### config.mk
export PLATFORM = sky130hd
export DESIGN_NAME = xout_window_acc
export DESIGN_NICKNAME = d
export VERILOG_FILES = /design/src/rtl/xout_window_acc.sv
export SDC_FILE = /design/constraint.sdc
export NUM_CORES = 1
export LEC_CHECK = 0
export BUFFER_PORTS_ARGS = -buffer_cell sky130_fd_sc_hd__buf_2
export CAP_MARGIN = 0
export CORE_MARGIN = 8
export CORE_UTILIZATION = 30
export DETAILED_ROUTE_END_ITERATION = 8
export SLEW_MARGIN = 20
export SYNTH_ARGS = -nofsm -noshare
export SYNTH_HDL_FRONTEND = slang
export SYNTH_SLANG_ARGS = --single-unit
export TNS_END_PERCENT = 5
### constraint.sdc
create_clock -name clk -period 4 [get_ports clk]
set_input_delay 1.2 -clock clk [delete_from_list [all_inputs] [get_ports clk]]
set_output_delay 1.2 -clock clk [all_outputs]
set_load 0.01 [all_outputs]
### src/rtl/xout_window_acc.sv
// xout_window_acc
//   Reduces the 8-bit XOUT sample stream into fixed-length windows and emits
//   SUM / MIN / MAX / COUNT for each completed window. A FLUSH closes a
//   partial window early. Both sides use a valid/ready handshake.
//
// Ports
//   clk        clock, all state on rising edge
//   rst        synchronous reset, active-high
//   xout       unsigned input sample (NX bits)
//   in_valid   sample valid
//   in_ready   stage can accept a sample (registered)
//   flush      close the current partial window (level, sampled per cycle)
//   sum        sum of window samples (NA bits, cannot overflow)
//   omin       minimum sample of window
//   omax       maximum sample of window
//   cnt        number of samples in the emitted window
//   out_valid  result valid (registered)
//   out_ready  consumer accepts result
module xout_window_acc #(
  parameter  int NX       = 8,
  parameter  int NSAMPLES = 4,
  localparam int NS       = $clog2(NSAMPLES + 1),
  localparam int NA       = NX + $clog2(NSAMPLES)
) (
  input  logic          clk,
  input  logic          rst,
  input  logic [NX-1:0] xout,
  input  logic          in_valid,
  output logic          in_ready,
  input  logic          flush,
  output logic [NA-1:0] sum,
  output logic [NX-1:0] omin,
  output logic [NX-1:0] omax,
  output logic [NS-1:0] cnt,
  output logic          out_valid,
  input  logic          out_ready
);

  typedef enum logic {ACCUM = 1'b0, EMIT = 1'b1} state_t;

  state_t        state;
  logic [NA-1:0] acc, acc_nx;
  logic [NX-1:0] mn, mx, mn_nx, mx_nx;
  logic [NS-1:0] n, n_nx;
  logic          hs, close;

  // Accumulator values including this cycle's sample, so a closing window
  // reports the sample that closed it.
  always_comb begin
    hs     = in_valid & in_ready;
    acc_nx = acc;
    mn_nx  = mn;
    mx_nx  = mx;
    n_nx   = n;
    if (hs) begin
      acc_nx = acc + NA'(xout);
      if (xout < mn) mn_nx = xout;
      if (xout > mx) mx_nx = xout;
      n_nx   = n + NS'(1);
    end
    // An idle flush on an empty window produces nothing.
    close = (state == ACCUM) &&
            ((hs && (n_nx == NS'(NSAMPLES))) || (flush && ((n != '0) || hs)));
  end

  always_ff @(posedge clk) begin
    if (rst) begin
      state     <= ACCUM;
      acc       <= '0;
      mn        <= '1;
      mx        <= '0;
      n         <= '0;
      sum       <= '0;
      omin      <= '0;
      omax      <= '0;
      cnt       <= '0;
      out_valid <= 1'b0;
      in_ready  <= 1'b0;
    end else begin
      case (state)
        ACCUM: begin
          if (close) begin
            sum       <= acc_nx;
            omin      <= mn_nx;
            omax      <= mx_nx;
            cnt       <= n_nx;
            out_valid <= 1'b1;
            in_ready  <= 1'b0;
            state     <= EMIT;
            acc       <= '0;
            mn        <= '1;
            mx        <= '0;
            n         <= '0;
          end else begin
            in_ready  <= 1'b1;
            acc       <= acc_nx;
            mn        <= mn_nx;
            mx        <= mx_nx;
            n         <= n_nx;
          end
        end
        EMIT: begin
          // Result registers hold until the consumer takes them.
          if (out_ready) begin
            out_valid <= 1'b0;
            in_ready  <= 1'b1;
            state     <= ACCUM;
          end
        end
        default: state <= ACCUM;
      endcase
    end
  end

endmodule

==> impl_metrics.json <==
{
  "worst_ep_arrival_time_ps": 3390,
  "max_freq_mhz": 322,
  "row_count": 38,
  "root_buffer": "clkbuf_8",
  "ys.warnings.count": 0,
  "wl_per_cell_um": 16.8,
  "cp-end-kind": "flop",
  "r2r_slack_ps": 1120,
  "clk_latency_ps": 340,
  "fp.dieH_um": 122,
  "initial_core_util_pct": 30.9,
  "cpLargestDelayFamily": "simple AND/OR/NAND/NOR gates",
  "slew_viol_final": 0,
  "crit_buf_inv": 2,
  "worstPathRequired_ps": 4280,
  "skew_ps": 7.02,
  "grt_max_degree": 41,
  "chipWidth_um": 122,
  "yosysMostFrequentCell": "dfxtp_1",
  "hp-start": "out_valid",
  "antenna_left": 0,
  "viasPerCell": 5.39,
  "finalCriticalPeriod_ps": 3110,
  "layout.nets": 454,
  "path_cells": "buf_2 -> inv_1 -> ha_1 -> nand4_1 -> or3b_1 -> a21oi_4 -> or2_1 -> a32o_1",
  "clkTransAtPathRegs_ps": 70,
  "io_pins": 44,
  "synth_ff_type": "dfxtp_1",
  "post-route-period-util_pct": 77.7,
  "max-slew-margin-rel_pct": 40.1,
  "synthTopCellsByCount": "61 x dfxtp_1, 49 x nor2_1, 25 x ha_1",
  "numCtsBuffers": 9,
  "overflow": 0,
  "hold_path_class": "flop to flop",
  "timing.hold.ws_ps": 462,
  "synth_top_area_share_pct": 36.3,
  "synth_area_mm2": 0.00336,
  "die_area_mm2": 0.0149,
  "regToRegEndpoint": "omax[5]",
  "vias": 3019,
  "synth_cells": 379,
  "place_congestion": 0.830,
  "globalRouteTotalUtil_pct": 13.2,
  "core-area_mm2": 0.0109,
  "tritoncts": "done",
  "hold_violations": 0,
  "synth-edff-count": 0,
  "clockBufferDepth": 2,
  "grt_pass1_wl_um": 15400,
  "r2r-start": "n[0]",
  "critPathLaunchType": "primary input",
  "drv_cap": 0,
  "drive_gt1_share_pct": 18.3,
  "ir_drop_mv": 0.126,
  "syn-num-nets": 418,
  "dp.final_hpwl_um": 6790,
  "yosys.area.top_type": "dfxtp_1",
  "ctsHtreeMaxLevel": 3,
  "synth.area.top_cells": "dfxtp_1 36%, ha_1 9.3%, nor2_1 5.5%, a2111oi_2 3.1%, a21oi_1 2.8%",
  "hold_buffers": 0,
  "max_stage_delay_ps": 580,
  "drt_wl_total_um": 9410,
  "setup_tns_ps": 0,
  "async_reset_ff_share_pct": 0,
  "clock_sinks": 61,
  "drcViolationCount": 0,
  "grt_setup_unrepaired": "false",
  "synth_seq_area_share_pct": 36.3,
  "drt_iter0_drc": 159,
  "powerDensity_mw_per_mm2": 407,
  "status": "finished clean",
  "power_leakage_nw": 1.51,
  "setup_viol": 0,
  "post_cts_buffers": 0,
  "hold_path_end": "out_valid",
  "first_pass_iters": 4,
  "io_buffers": 43,
  "worstHoldPathCells": 2,
  "tightest_slew_ps": 898,
  "synth.avg_cell_area_um2": 8.88,
  "crit_fanout": 16,
  "n_antenna_cell": 0,
  "r2r_cells": 8,
  "grt_pass1_vias": 3008,
  "synth.distinct_cells": 55,
  "path_class": "primary input to flop",
  "slowest_stage": "or2_1",
  "synth_seq_cells": 61,
  "area_delta_synth_final_pct": 15.6,
  "antenna_found_initial": 0,
  "cts_resized": 0
}
## flip-flops by register name, summed over array words and instances (netlist names), 3 cells and up
signal,cells
omax,8
sum,10
mn,8
cnt,3
acc,10
n,3
mx,8
omin,8
## cell usage in the layout, fill, tap and decap left out, types with 5 or more instances in the layout
cell	netlist	final
o21ai_0	12	12
nand3_1	8	8
xnor2_1	5	5
inv_1	19	19
a21oi_1	19	19
a21o_1	6	6
nor3_1	17	17
dfxtp_1	61	61
o22a_1	8	8
buf_4	3	5
nand2_1	24	24
a211oi_1	8	8
o211ai_1	5	5
a2111oi_1	9	9
ha_1	25	25
nor2_1	49	49
a2111oi_2	7	7
clkbuf_8	0	11
buf_2	6	43
a32o_1	8	8
nor4_1	8	8
## per-layer routing
| layer | vias up | share of wire [%] | track usage [%] |
|---|---|---|---|
| li1 | 1498 | - | - |
| met1 | 1427 | 45 | 16.1 |
| met2 | 84 | 48 | 21.3 |
| met3 | 10 | 5.7 | 3.29 |
| met4 | 0 | 1.5 | 6.32 |
| met5 | - | 0 | 0 |
## worst max path at each step
stage,endpoint,slack [ps],start,cells after the start
floorplan,sum[8],1070,xout[0],7
global route,omax[3],750,xout[7],7
CTS,mx[2],890,xout[0],8
detailed placement,mx[2],540,xout[0],8
global placement,omax[1],630,xout[0],8
finish,mx[2],890,xout[0],8
## through the flow
step	area (µm²)	util, %	cells	total power, mW	setup WS [ps]
final	3890	35.7	560	1.58	893
after global routing	3890	35.7	560	1.67	752
after CTS	3890	35.7	560	1.60	892
after detailed placement	3660	33.7	544	0.973	543
after global placement	3660	33.7	544	0.968	626
after floorplan	3360	-	379	0.888	1070
## cells by family (layout without fill, tap and decap cells)
kind of cell	count (synthesis)	after routing	share of synthesized area [%]
flip-flops	61	61	36.3
buffers and inverters	42	83	5.91
adder cells (fa/ha/maj)	26	26	9.89
AO/OA/AOI/OAI	112	112	27.5
XOR/XNOR	6	6	1.56
AND/OR/NAND/NOR	132	132	18.8
## report_power, final
group / switching, mW / internal (mW) / total [mW]
Clock: 0.242 / 0.383 / 0.625
Combinational: 0.176 / 0.110 / 0.286
Sequential: 0.0293 / 0.644 / 0.674
## worst reg2reg max path: stages (launching register included)
cell	delay [ps]
dfxtp_1	410
inv_1	90
ha_1	330
nand4b_1	260
a221oi_4	420
nand2_1	320
buf_4	350
nor4_1	460
a2111oi_2	100
## area by class of cell
cell class	instances	area (µm²)
Fill cell	1112	7000
Multi-Input combinational cell	276	1940
Sequential cell	61	1220
Timing Repair Buffer	48	253
Tap cell	140	175
Clock buffer	12	155
Inverter	19	71.3
Clock inverter	4	70.1
No activity file was read; power rests on OpenSTA's default activity.
